<file path="src/rtl/touch_adc_reader.sv">
// Periodic SPI reader for an ADS7843/XPT2046-class touch ADC: scales raw X/Y to
// 640x480 screen space and debounces pen press/release into the clcount phase.
module touch_adc_reader #(
    parameter int         CLK_DIV         = 25,
    parameter int         SCAN_PERIOD     = 50000,
    parameter int         PRESS_SAMPLES   = 3,
    parameter int         RELEASE_SAMPLES = 3,
    parameter logic [7:0] CMD_X           = 8'hD0,
    parameter logic [7:0] CMD_Y           = 8'h90
) (
    input  logic       clk,
    input  logic       reset,
    input  logic       enable,
    input  logic       ts_penirq_n,
    input  logic       ts_dout,
    output logic       ts_cs_n,
    output logic       ts_sclk,
    output logic       ts_din,
    output logic [9:0] tor_x,
    output logic [8:0] tor_y,
    output logic       valid,
    output logic [1:0] clcount,
    output logic       busy
);

    localparam int DIV_W = $clog2(CLK_DIV + 1);
    localparam int TMR_W = $clog2(SCAN_PERIOD + 1);
    localparam logic [DIV_W-1:0] DIV_LAST  = DIV_W'(CLK_DIV - 1);
    localparam logic [TMR_W-1:0] TMR_LAST  = TMR_W'(SCAN_PERIOD - 1);
    localparam logic [7:0]       PRESS_N   = 8'(PRESS_SAMPLES);
    localparam logic [7:0]       RELEASE_N = 8'(RELEASE_SAMPLES);

    typedef enum logic [2:0] {IDLE, CHECK, XFER_X, XFER_Y, UPDATE} state_t;

    state_t           state, state_nxt;
    logic             penirq_p0, penirq_p1, dout_p0, dout_p1;
    logic [TMR_W-1:0] timer;
    logic [DIV_W-1:0] div;
    logic [5:0]       hs, hs_next;
    logic [7:0]       down_cnt, up_cnt, down_inc, up_inc;
    logic             pressed;
    logic [7:0]       cmd_sr;
    logic [11:0]      shreg, raw_x;
    logic             tick, xfer, half_tick, xfer_done, capture, pen_down;

    function automatic logic [9:0] scale_x(input logic [11:0] raw);
        logic [14:0] prod;
        prod = {3'b000, raw} * 15'd5;
        return prod[14:5];
    endfunction

    function automatic logic [8:0] scale_y(input logic [11:0] raw);
        logic [15:0] prod;
        prod = {4'b0000, raw} * 16'd15;
        return prod[15:7];
    endfunction

    function automatic logic [7:0] sat_inc(input logic [7:0] cnt, input logic [7:0] lim);
        return (cnt >= lim) ? lim : cnt + 8'd1;
    endfunction

    // Transaction = 50 half-period steps: 24 SCLK pulses (steps 1..48), cs_n rise (49), gap (50)
    assign tick      = enable && (timer == TMR_LAST);
    assign xfer      = (state == XFER_X) || (state == XFER_Y);
    assign half_tick = xfer && (div == DIV_LAST);
    assign hs_next   = hs + 6'd1;
    assign xfer_done = half_tick && (hs == 6'd49);
    assign capture   = half_tick && hs_next[0] && (hs_next >= 6'd19) && (hs_next <= 6'd41);
    assign pen_down  = ~penirq_p1;
    assign down_inc  = sat_inc(down_cnt, PRESS_N);
    assign up_inc    = sat_inc(up_cnt, RELEASE_N);
    assign busy      = ~ts_cs_n;

    // Stage p0/p1: two-flop synchronisers for the ADC inputs
    always_ff @(posedge clk or negedge reset) begin
        if (!reset) begin
            penirq_p0 <= 1'b1;
            penirq_p1 <= 1'b1;
            dout_p0   <= 1'b0;
            dout_p1   <= 1'b0;
        end else begin
            penirq_p0 <= ts_penirq_n;
            penirq_p1 <= penirq_p0;
            dout_p0   <= ts_dout;
            dout_p1   <= dout_p0;
        end
    end

    always_ff @(posedge clk or negedge reset) begin
        if (!reset) begin
            state <= IDLE;
            timer <= '0;
        end else begin
            state <= state_nxt;
            timer <= (!enable || tick) ? '0 : timer + 1'b1;
        end
    end

    always_comb begin
        state_nxt = state;
        case (state)
            IDLE:    if (tick) state_nxt = CHECK;
            CHECK:   state_nxt = pen_down ? XFER_X : IDLE;
            XFER_X:  if (xfer_done) state_nxt = XFER_Y;
            XFER_Y:  if (xfer_done) state_nxt = UPDATE;
            UPDATE:  state_nxt = IDLE;
            default: state_nxt = IDLE;
        endcase
    end

    // Shift registers carry data only and need no reset
    always_ff @(posedge clk) begin
        if (state == CHECK)
            cmd_sr <= {CMD_X[6:0], 1'b0};
        else if (xfer_done && state == XFER_X)
            cmd_sr <= {CMD_Y[6:0], 1'b0};
        else if (half_tick && !hs_next[0] && hs_next <= 6'd48)
            cmd_sr <= {cmd_sr[6:0], 1'b0};
        if (capture)
            shreg <= {shreg[10:0], dout_p1};
        if (xfer_done && state == XFER_X)
            raw_x <= shreg;
    end

    always_ff @(posedge clk or negedge reset) begin
        if (!reset) begin
            ts_cs_n  <= 1'b1;
            ts_sclk  <= 1'b0;
            ts_din   <= 1'b0;
            div      <= '0;
            hs       <= '0;
            tor_x    <= '0;
            tor_y    <= '0;
            valid    <= 1'b0;
            clcount  <= 2'd0;
            down_cnt <= '0;
            up_cnt   <= '0;
            pressed  <= 1'b0;
        end else begin
            valid <= 1'b0;
            if (clcount == 2'd1)
                clcount <= 2'd2;
            else if (clcount == 2'd3)
                clcount <= 2'd0;
            div <= '0;
            hs  <= '0;
            if (xfer) begin
                div <= half_tick ? '0 : div + 1'b1;
                hs  <= half_tick ? (xfer_done ? 6'd0 : hs_next) : hs;
            end
            case (state)
                CHECK: begin
                    if (pen_down) begin
                        down_cnt <= down_inc;
                        up_cnt   <= '0;
                        ts_cs_n  <= 1'b0;
                        ts_din   <= CMD_X[7];
                    end else begin
                        up_cnt   <= up_inc;
                        down_cnt <= '0;
                        if (pressed && up_inc >= RELEASE_N) begin
                            pressed <= 1'b0;
                            clcount <= 2'd3;
                        end
                    end
                end
                XFER_X, XFER_Y: begin
                    if (half_tick) begin
                        if (xfer_done) begin
                            if (state == XFER_X) begin
                                ts_cs_n <= 1'b0;
                                ts_din  <= CMD_Y[7];
                            end
                        end else if (hs_next == 6'd49) begin
                            ts_cs_n <= 1'b1;
                        end else if (hs_next[0]) begin
                            ts_sclk <= 1'b1;
                        end else begin
                            ts_sclk <= 1'b0;
                            ts_din  <= cmd_sr[7];
                        end
                    end
                end
                UPDATE: begin
                    tor_x <= scale_x(raw_x);
                    tor_y <= scale_y(shreg);
                    valid <= 1'b1;
                    if (!pressed && down_cnt >= PRESS_N) begin
                        pressed <= 1'b1;
                        clcount <= 2'd1;
                    end
                end
                default: ;
            endcase
        end
    end

endmodule
</file>
<file path="config.mk">
export PLATFORM = sky130hd
export DESIGN_NAME = touch_adc_reader
export DESIGN_NICKNAME = d
export VERILOG_FILES = /design/src/rtl/touch_adc_reader.sv
export SDC_FILE = /design/constraint.sdc
export NUM_CORES = 1
export LEC_CHECK = 0
export BUFFER_PORTS_ARGS = -buffer_cell sky130_fd_sc_hd__buf_2
export CAP_MARGIN = 25
export CORE_MARGIN = 2
export CORE_UTILIZATION = 40
export CTS_CLUSTER_SIZE = 8
export DETAILED_ROUTE_END_ITERATION = 8
export GPL_ROUTABILITY_DRIVEN = 0
export SETUP_SLACK_MARGIN = 0.2
export SYNTH_ARGS = -nofsm -noshare
export SYNTH_HDL_FRONTEND = slang
export SYNTH_SLANG_ARGS = --single-unit
export TNS_END_PERCENT = 5
</file>
<file path="constraint.sdc">
create_clock -name clk -period 4.6 [get_ports clk]
set_input_delay 0.69 -clock clk [delete_from_list [all_inputs] [get_ports clk]]
set_output_delay 0.69 -clock clk [all_outputs]
set_load 0.01 [all_outputs]
</file>
# ---- Word level (Yosys, flattened, before mapping)
# Cells that the tools add are included.
dict set report totals {
  in_bits 5
  register_bits 103
  elab_cells 130
}
dict set report op_classes {
  reduce_logical 27
  magnitude_cmp 6
  eq_ne 23
  muxes 42
  multipliers 2
  bitwise_logic 3
  add_sub_neg 5
}
# operator n
set ops {}
lappend ops {{$mux 8} 6}
lappend ops {{$ge 8x2->1 const B} 3}
lappend ops {{$mux 6} 3}
lappend ops {{$add 16x1->16 const B} 1}
lappend ops {{$add 8x1->8 const B} 2}
lappend ops {{$eq 16x16->1 const B} 1}
lappend ops {{$mul 12x4->16 const B} 1}
lappend ops {{$mux 1} 16}
lappend ops {{$mux 16} 1}
lappend ops {{$mul 12x3->15 const B} 1}
lappend ops {{$ne 2x2->1 const B} 7}
lappend ops {{$eq 6x6->1 const B} 2}
lappend ops {{$le 6x6->1 const B} 2}
lappend ops {{$mux 2} 6}
lappend ops {{$ne 3x3->1 const B} 4}
lappend ops {{$pmux 3 s4} 1}
lappend ops {{$logic_and 1x1->1} 11}
lappend ops {{$mux 5} 2}
lappend ops {{$mux 3} 3}
lappend ops {{$reduce_and 4->1} 2}
lappend ops {{$add 6x1->6 const B} 1}
lappend ops {{$eq 3x2->1 const B} 2}
lappend ops {{$ge 6x5->1 const B} 1}
lappend ops {{$pmux 1 s2} 3}
lappend ops {{other kinds (17)} 26}

# ---- Depth between registers and ports, before layout
# Gate-level depths: netlist (run 1).
dict set report depth {
  word_depth 7
  ltp_mapped 10
  depth_no_buf 10
}

# ---- Least setup slack after synthesis (run 1)
# Ideal clock, no wire load.
dict set report synth_timing {
  path_kind {flip-flop to flip-flop}
  start {reg hs[1]}
  end {reg shreg[0], enable pin}
  setup_time_ns 0.448
  slack_ns 0.891
  t_arrival_ns 3.261
  stages_incl_launch_ff 8
  path_cell_list {dfrtp_1 ha_1 clkbuf_2 nor2_1 o21ai_0 o22ai_1 a22o_1 a2111oi_0}
}
dict set report synth_between {
  elab_chain_cells 4
  elab_cells_between_ends 5
}
# item line
set synth_lines {}
lappend synth_lines {{start, declared} 39} ;# logic [5:0] hs, hs_next;
lappend synth_lines {{start signal, assigned} 149} ;# hs <= half_tick ? (xfer_done ? 6'd0 : hs_next) : hs;
lappend synth_lines {{$add 6x1->6 (*)} 66} ;# assign hs_next = hs + 6'd1;
lappend synth_lines {{$ge 6x5->1} 68} ;# assign capture = half_tick && hs_next[0] && (hs_next >= 6'd19) && (hs_next <= 6'd41);
lappend synth_lines {{$logic_and 1x1->1} 68}
lappend synth_lines {{$logic_and 1x1->1 (*)} 68}
lappend synth_lines {{named net capture} 44} ;# logic tick, xfer, half_tick, xfer_done, capture, pen_down;
lappend synth_lines {{end signal, assigned} 120} ;# shreg <= {shreg[10:0], dout_p1};
lappend synth_lines {{end, declared} 43} ;# logic [11:0] shreg, raw_x;
# Mark *: on every way through the listed nets, which the timed path passes. The rest lies on a longest branch.
# A chain may end at the register's enable or synchronous reset.

# ---- Worst setup path after layout (run 1)
dict set report layout_timing {
  start {reg shreg[2]}
  end {reg tor_y[7]}
}
dict set report layout_between {
  elab_chain_cells 1
}
# item line
set layout_lines {}
lappend layout_lines {{$mul 12x4->16} 54} ;# prod = {4'b0000, raw} * 16'd15;
lappend layout_lines {{end signal, assigned} 186} ;# tor_y <= scale_y(shreg);
lappend layout_lines {{end, declared} 20} ;# output logic [8:0] tor_y,
# No other way between the ends.

==> results of run 1 <==
-- power by group through the flow --
stage                     sequential (µW)  clock (µW)  combinational, µW
final                                 938         780               23.2
after global placement                956           0               20.8
after CTS                             938         804               21.6
after floorplan                       956           0               4.47
after global routing                  938         845               27.9
after detailed placement              957           0               21.6
-- metal layers --
metal	up-vias	global-route usage	routed length (µm)
li1	1952	-	-
met1	1927	0.198	5020
met2	66	0.260	5130
met3	12	0.0490	465
met4	0	0.0471	121
met5	-	0	0
-- per-stage QoR --
| stage | instance area, µm² | setup slack (ps) | total power [µW] | util | instances |
|---|---|---|---|---|---|
| 4_1_cts | 6400 | 1170 | 1760 | 0.458 | 743 |
| 2_1_floorplan | 5760 | 891 | 960 | - | 528 |
| 3_5_place_dp | 6100 | 1200 | 978 | 0.436 | 727 |
| 5_1_grt | 6430 | 836 | 1810 | 0.460 | 744 |
| 3_3_place_gp | 6100 | 1240 | 977 | 0.436 | 727 |
| 6_report | 6430 | 1180 | 1740 | 0.460 | 744 |
-- cell usage in the layout, fill, tap and decap left out, drive strengths merged, types with 6 or more instances in the layout --
cell and count:
nor2 44, and3 10, nand4 7, nor3 6, ha 47, nand2 38
xnor2 14, nor2b 7, nand3 23, xor2 15, inv 28, dfrtp 73
clkbuf 10, and2 14, fa 20, a21oi 17, o211ai 9, edfxtp 24
o21ai 34, buf 33
-- cell type report --
type,instances,share of cell area
clock buffers,10,0.0389
clock inverters,6,0.00778
inverters,25,0.0146
multi-input cells,387,0.456
flip-flops and latches,103,0.418
well taps,180,0.0350
repair buffers,33,0.0304
-- logic make-up after synthesis --
| kind of cell | share of synthesized area |
|---|---|
| compound gates | 0.115 |
| xor+xnor | 0.0441 |
| fa+ha+maj | 0.172 |
| buf+inv | 0.0261 |
| flops | 0.466 |
| mux | 0.00521 |
| simple gates | 0.172 |
-- worst max path at each step --
stage / slack (ps) / start / endpoint
3_5_place_dp: 1200 / shreg[2] / tor_y[7]
5_1_grt: 840 / shreg[2] / tor_y[7]
6_report: 1180 / shreg[2] / tor_y[7]
3_3_place_gp: 1240 / shreg[2] / tor_y[7]
4_1_cts: 1170 / shreg[2] / tor_y[7]
2_1_floorplan: 890 / hs[1] / shreg[0]
-- worst register-to-register path, delay by kind of cell, from the launching register on --
family	cells	cell delay, ps
adder cells (fa/ha/maj)	3	1280
flip-flops	1	520
buffers and inverters	2	100
AO/OA/AOI/OAI	3	1120
AND/OR/NAND/NOR	2	280
-- sequential cells by signal, summed over array words and instances (netlist names), 5 cells and up --
register	flops
timer	16
div	5
tor_x	10
tor_y	9
up_cnt	8
hs	6
shreg	12
raw_x	12
down_cnt	8
-- Yosys cell counts (2+ instances only) --
master,count,share of area
and4b_1,2,0.0035
nor2b_1,7,0.0076
or3_1,3,0.0033
clkbuf_1,8,0.0052
and3_1,10,0.011
a41o_1,2,0.0035
a22o_1,3,0.0046
nor4b_1,2,0.0030
nand4_1,7,0.0076
nand3_1,23,0.020
o211ai_1,9,0.012
a21oi_1,17,0.015
or4_1,5,0.0065
nor3_1,6,0.0052
dfxtp_1,3,0.010
a31oi_1,2,0.0022
nor4bb_1,2,0.0035
dfstp_2,3,0.014
and2_1,14,0.015
nand2b_1,5,0.0054
nor4_1,2,0.0022
o22ai_1,4,0.0043
nand3b_1,2,0.0026
a2111oi_0,2,0.0030
nand4b_1,4,0.0061
xor2_1,15,0.023
or2_2,2,0.0022
xnor2_1,14,0.021
nor2_1,44,0.029
dfrtp_1,73,0.32
nand2_1,38,0.025
o31ai_1,5,0.0065
ha_1,47,0.10
fa_1,20,0.070
o21ai_0,34,0.030
inv_1,25,0.016
nor3b_1,3,0.0039
a211oi_1,4,0.0052
o21a_1,5,0.0065
mux2i_1,3,0.0052
edfxtp_1,24,0.13
a21o_1,4,0.0052
buf_2,2,0.0017
==> impl_metrics.toml, run 1 <==
[sta]
period_needed_ps = 3420
timing.slew.headroom = 0.464
hold_slack_ps = 178
clock.fmax_mhz = 292
rsz0062_at_grt = "no"
min_period_over_period = 0.744
maxSlewViolCount = 0
finClkSkew_ps = 4.75
tightest_slew_ps = 783
setup_viol = 0
hold_viol_final = 0
timing.setup.tns_ps = 0

[clock_tree]
clkSinkCount = 103
cts_root_buf = "clkbuf_16"
max-clock-path-buffers = 2
clkTransAtPathRegs_ps = 70
cts_max_level = 3
cts_setup_buffers = 0
ctsResizeCount = 0
cts_buffers = 9
clk_latency_ps = 360
tritoncts = "built"
cts_hold_buf = 0

[cells_and_area]
fillCellCount = 1290
syn2layout_area_growth_pct = 11.6
seq_area_um2 = 2690
diodes = 0
multi_input_comb_area_um2 = 2930
final_nets = 631
layout-drive-gt1-share = 0.106

[power]
comb_power_share = 0.013
sw_frac_of_total = 0.225
vdd.ir_drop.worst_v = 0.000185
cellPowerDensity_nw_per_um2 = 271
switchingPower_uw = 391
seq_power_share = 0.538
p_int_uw = 1350
clkPwrFrac = 0.448
power_leakage_uw = 0.00291

[global_routing]
antenna_found_initial = 0
grt_pass1_vias = 4034
grt_pass1_wl_mm = 18.9
grt_overflow_total = 0
grt_start_max_net_pins = 77
grt_usage = 0.157

[flow_run]
maxCapViolations = 0

[yosys]
syn_nets = 600
ys_ff_latch = 103
ys_seq_area_frac = 0.466
synth_edf_count = 24
synthFlopType = "dfrtp_1"
async_flop_share = 0.738
synth_cell_types = 62
avgSynthCellArea_um2 = 10.9
synth_warnings = 0
synth_cells = 528
syn_area_um2 = 5760

[route]
first_iter_violations = 172
drc = 0
avgViaCountPerCell = 5.32
wl_per_cell_um = 14.4
dr.pass1.iters = 4
ant_nets = 0
vias = 3957
drt_wl_total_mm = 10.7

[critical_path]
cp_top_family = "adder cells"
r2r_cells = 10
r2r_end = "tor_y[7]"
crit_fanout = 6
crit_required_ps = 4840
crit_chain = "fa_1 -> inv_1 -> fa_1 -> inv_1 -> ha_1 -> a21oi_1 -> o211ai_1 -> a2111oi_0 -> or4_1 -> nand3_1"
reg2reg_from = "shreg[2]"
cp.buffers_inverters = 2
critPathSlowestCell = "a2111oi_0"
cpPeakStageDelay_ps = 710
cp.depth = 10
cp-end-kind = "register"
critPathLaunchType = "register"
worstSetupPathType = "register to register"
r2r_slack_ps = 1180
cp.arrival_ps = 3660

[floorplanning]
ios = 31
die_h_um = 124
fp.coreArea_um2 = 14000
die-area_um2 = 15400
initial_core_util = 0.412
row_count = 43
die_w_um = 124

[outcome]
status = "finished clean"

[hold_path]
worst_hold_path_type = "primary input to async pin"

[placed_design]
dp.final_hpwl_mm = 7.69
portBuffers = 30
(Power assumes the default switching activity.)
==> run 2, diff against run 1 <==
Settings changed: ABC_AREA set to 1.
Clock period 4.6 ns to 3.53 ns, I/O delays scaled along.
==> impl_metrics.toml, run 2 <==
[global_routing]
grt_overflow_total = 0
grt_usage = 0.164
grt_pass1_vias = 4565
grt_pass1_wl_mm = 21.4
grt_start_max_net_pins = 77
antenna_found_initial = 0

[critical_path]
crit_chain = "fa_1 -> fa_1 -> ha_1 -> nand2_1 -> o21ai_0 -> nand2_1 -> nand3_1 -> nand2_1 -> nand3_1 -> nand2_1"
cpPeakStageDelay_ps = 610
crit_required_ps = 3780
cp.buffers_inverters = 0
worstSetupPathType = "register to register"
cp_top_family = "adder cells"
critPathLaunchType = "register"
cp-end-kind = "register"
cp.arrival_ps = 3080
cpMostUsedCell = "nand2_1"
critPathSlowestCell = "fa_1"
crit_fanout = 6

[yosys]
synth_edf_count = 24
synth_top_area_frac = 0.297
syn_area_um2 = 6140
yosysMostFrequentCell = "nand2_1"
avgSynthCellArea_um2 = 8.70
ys_seq_area_frac = 0.437
synth_warnings = 0
synth_common_cells = "nand2_1, inv_1, dfrtp_1"
synthTopCellsByArea = "dfrtp_1, edfxtp_1, nand2_1, ha_1, fa_1"
ys_ff_latch = 103
async_flop_share = 0.738
synth_cell_types = 41
synth_cells = 706
syn_nets = 778
synthFlopType = "dfrtp_1"
yosys.area.top_type = "dfrtp_1"

[route]
wl_per_cell_um = 12.9
drt_wl_total_mm = 12.1
vias = 4588
avgViaCountPerCell = 4.90
first_iter_violations = 210
ant_nets = 0
dr.pass1.iters = 4
drc = 0

[power]
vdd.ir_drop.worst_v = 0.000283
power_leakage_uw = 0.00342
cellPowerDensity_nw_per_um2 = 324

[cells_and_area]
final_cell_mix = "nand2_1, inv_1, dfrtp_1, nor2_1, nand3_1"
fillCellCount = 1469
max_flop_register = "timer"
largestRegisters = "timer (16), raw_x (12), shreg (12)"
layout_commonest_cell = "nand2_1"
diodes = 0
syn2layout_area_growth_pct = 11.0
final_nets = 815
largest_reg_flops = 16
layout-drive-gt1-share = 0.116

[clock_tree]
clkTransAtPathRegs_ps = 70
cts_root_buf = "clkbuf_16"
ctsResizeCount = 0
clk_latency_ps = 350
cts_buffers = 9
tritoncts = "built"
cts_hold_buf = 0
cts_setup_buffers = 0
max-clock-path-buffers = 2
clkSinkCount = 103
cts_max_level = 3

[sta]
finClkSkew_ps = 9.86
rsz0062_at_grt = "no"
setup_viol = 0
hold_slack_ps = 63.9
period_needed_ps = 2830
maxSlewViolCount = 0
min_period_over_period = 0.801
timing.slew.headroom = 0.492
hold_viol_final = 0
timing.setup.tns_ps = 0
clock.fmax_mhz = 354
tightest_slew_ps = 761

[flow_run]
maxCapViolations = 0

[placed_design]
portBuffers = 30
dp.final_hpwl_mm = 9.01

[floorplanning]
die-area_um2 = 16400
fp.coreArea_um2 = 15100
die_w_um = 128
die_h_um = 128
row_count = 45
ios = 31
initial_core_util = 0.407

[outcome]
status = "finished clean"

[hold_path]
worst_hold_path_type = "primary input to async pin"
==> run 2: cell types whose count changed after synthesis, moves of 9 or more <==
cell,previous run,this run
nand2_1,38,164
nor2_1,44,71
o211ai_1,9,0
inv_1,25,97
xor2_1,15,3
and2_1,14,1
nand3_1,23,52
and3_1,10,0
==> run 2: cell type report <==
class / count / area (µm²) / share of cell area
clock buffer: 9 / 225 / 0.0330
inverter: 104 / 390 / 0.0573
tap: 188 / 235 / 0.0345
sequential: 103 / 2690 / 0.394
clock inverter: 7 / 56.3 / 0.00826
timing repair buffer: 34 / 203 / 0.0297
multi-input combinational: 491 / 3020 / 0.443
==> run 2: report_power, final <==
part	switching, µW	leakage (µW)	internal (µW)	total (µW)
clock	468	0.000138	487	955
combinational	23.7	0.00205	7.74	31.5
sequential	2.65	0.00124	1220	1220
==> run 2: metal layers <==
metal	wire (µm)	share of wire	up-vias	GRT usage
li1	-	-	2346	-
met2	5700	0.47	58	0.269
met3	394	0.033	18	0.0342
met1	5790	0.48	2166	0.218
met5	0	0	-	0
met4	184	0.015	0	0.0530
==> run 2: cell families after synthesis <==
family | count (synthesis) | share of synthesized area
AO/OA/AOI/OAI | 67 | 0.0607
flip-flops | 103 | 0.437
buffers and inverters | 112 | 0.0711
AND/OR/NAND/NOR | 347 | 0.256
XOR/XNOR | 10 | 0.0143
adder cells (fa/ha/maj) | 67 | 0.161
==> run 2: final timing paths <==
check | startpoint | to | slack, ps | depth (start not counted)
max | shreg[6] | tor_y[7] | 700 | 10
min | reset | tor_y[3] | 60 | 1
max reg2reg | shreg[6] | tor_y[7] | 700 | 10
min reg2reg | dout_p0 | dout_p1 | 360 | 0
max in group asynchronous | reset | penirq_p1 | 2850 | 2
min in group clk | ts_penirq_n | penirq_p0 | 270 | 1
==> run 2: per-stage QoR <==
stage               utilization  power, µW  setup WS (ps)  cell area, µm²  std cells
finish                    0.452       2210            703            6820        936
global route              0.452       2290            504            6820        936
CTS                       0.450       2240            713            6790        935
detailed placement        0.431       1280            732            6510        919
global placement          0.431       1270            769            6510        919
floorplan                     -       1250            975            6140        706
==> run 3, diff against run 2 <==
Clock period 3.53 ns to 2.25 ns, I/O delays scaled along.
==> impl_metrics.toml, run 3 (synthesized netlist as in run 2, its figures left out) <==
[outcome]
status = "finished, violations left"
violations = "setup timing"

[power]
clkPwrFrac = 0.432
comb_power_share = 0.014
cellPowerDensity_nw_per_um2 = 462
p_int_uw = 2710
sw_frac_of_total = 0.215
switchingPower_uw = 745
power_leakage_uw = 0.00366
vdd.ir_drop.worst_v = 0.000524
seq_power_share = 0.554

[sta]
maxSlewViolCount = 0
tightest_slew_ps = 745
hold_viol_final = 0
timing.slew.headroom = 0.502
rsz0062_at_grt = "yes"
setup_viol = 9
min_period_over_period = 1.22
period_needed_ps = 2740
setup_slack_ps = -488
clock.fmax_mhz = 365
finClkSkew_ps = 9.63

[floorplanning]
initial_core_util = 0.407
row_count = 45
fp.coreArea_um2 = 15100
die-area_um2 = 16400
die_w_um = 128
ios = 31
die_h_um = 128

[critical_path]
cp.arrival_ps = 2970
crit_fanout = 3
r2r_slack_ps = -490
critPathSlowestCell = "fa_1"
worstSetupPathType = "register to register"
crit_chain = "buf_6 -> fa_1 -> fa_1 -> ha_4 -> nand2_2 -> buf_4 -> nor2_2 -> nand3_2 -> nand3_2 -> nand2_1 -> nand2_1 -> o21ai_0"
reg2reg_from = "shreg[5]"
crit_start = "shreg[5]"
cp-end-kind = "register"
cpPeakStageDelay_ps = 540
r2r_end = "tor_y[6]"
critPathLaunchType = "register"
critical_path.endpoint = "tor_y[6]"
r2r_cells = 12
crit_required_ps = 2480

[global_routing]
grt_pass1_vias = 4707
grt_overflow_total = 0
antenna_found_initial = 0
grt_pass1_wl_mm = 21.9
grt_usage = 0.165
grt_start_max_net_pins = 46

[hold_path]
worst_hold_path_type = "primary input to async pin"

[cells_and_area]
diodes = 0
largest_reg_flops = 16
final_nets = 862
largestRegisters = "timer (16), raw_x (12), shreg (12)"
layout_commonest_cell = "nand2_1"
seq_area_um2 = 2690
fillCellCount = 1454
max_flop_register = "timer"
layout-drive-gt1-share = 0.228
final_cell_mix = "nand2_1, inv_1, dfrtp_1, nor2_1, buf_4"
fin_area_um2 = 7490
multi_input_comb_area_um2 = 3330
syn2layout_area_growth_pct = 21.9

[route]
vias = 4812
ant_nets = 0
first_iter_violations = 193
dr.pass1.iters = 4
avgViaCountPerCell = 4.90
drc = 0
wl_per_cell_um = 13.2
drt_wl_total_mm = 13.0

[clock_tree]
max-clock-path-buffers = 2
clkTransAtPathRegs_ps = 70
tritoncts = "built"
cts_root_buf = "clkbuf_16"
clkSinkCount = 103
clk_latency_ps = 350
cts_buffers = 9
cts_max_level = 3

[placed_design]
portBuffers = 30
dpl_cell_area_um2 = 6850
dp_worst_setup_slack_ps = -470
dp.final_hpwl_mm = 9.53

[flow_run]
maxCapViolations = 0
run 3: cell types whose count changed in the layout (fill, tap and decap cells not counted), moves of 6 or more:
cell / change
buf_4: +45
ha_1: -18
ha_4: +17
nand2_1: -8
nand2_2: +8
nand3_1: -6
nand3_2: +6
o21ai_0: -7
run 3: repair_timing:
action                                  4_1_cts  5_1_grt
pin swaps                                    10       11
setup buffers                                 4        3
endpoints found under the setup margin       14       29
hold buffers                                  0        0
hold endpoints to repair                      0        0
gates cloned                                  0        0
gates resized for setup                      16       37
run 3: cell type report:
| type | count | area share |
|---|---|---|
| timing repair buffer | 81 | 0.0742 |
| tap | 188 | 0.0314 |
| sequential | 103 | 0.359 |
| clock buffer | 11 | 0.0324 |
| multi-input combinational | 491 | 0.445 |
| clock inverter | 5 | 0.00535 |
| inverter | 104 | 0.0521 |
run 3: power groups by stage:
stage	sequential, µW	clock [µW]	combinational [µW]
2_1_floorplan	1950	0	11.6
3_3_place_gp	1950	0	52.0
3_5_place_dp	1950	0	53.9
4_1_cts	1920	1560	53.5
5_1_grt	1920	1600	59.3
6_report	1920	1490	49.7
run 3: how the worst min path moves through the flow:
stage             from         end  cells past startpoint
2_1_floorplan    reset  clcount[0]                      0
3_3_place_gp   dout_p0     dout_p1                      0
3_5_place_dp   dout_p0     dout_p1                      0
4_1_cts          reset   timer[15]                      1
5_1_grt          reset   timer[14]                      1
6_report         reset    timer[3]                      1
run 3: per-layer routing:
metal | wire (µm) | vias up | part of all wire | global-route usage
met5 | 0 | - | 0 | 0
met4 | 174 | 0 | 0.013 | 0.0511
met3 | 405 | 13 | 0.031 | 0.0326
met2 | 6390 | 84 | 0.49 | 0.282
met1 | 6030 | 2278 | 0.46 | 0.213
li1 | - | 2437 | - | -
run 3: metrics by stage:
step / power [µW] / cells / utilization / TNS, ps / hold slack, ps
floorplan: 1960 / 706 / - / -2220 / 41.9
global placement: 2010 / 960 / 0.454 / -3670 / 343
detailed placement: 2010 / 960 / 0.454 / -3980 / 344
CTS: 3520 / 980 / 0.482 / -3660 / 30.4
global route: 3580 / 983 / 0.496 / -5320 / 62.5
finish: 3460 / 983 / 0.496 / -4100 / 7.90
run 3: worst max-delay path: cells and delay by family, from the launching register on:
| kind | cells | cell delay, ps |
|---|---|---|
| adder cells (fa/ha/maj) | 3 | 1350 |
| AO/OA/AOI/OAI | 1 | 70 |
| buffers and inverters | 2 | 290 |
| flip-flops | 1 | 460 |
| AND/OR/NAND/NOR | 6 | 440 |
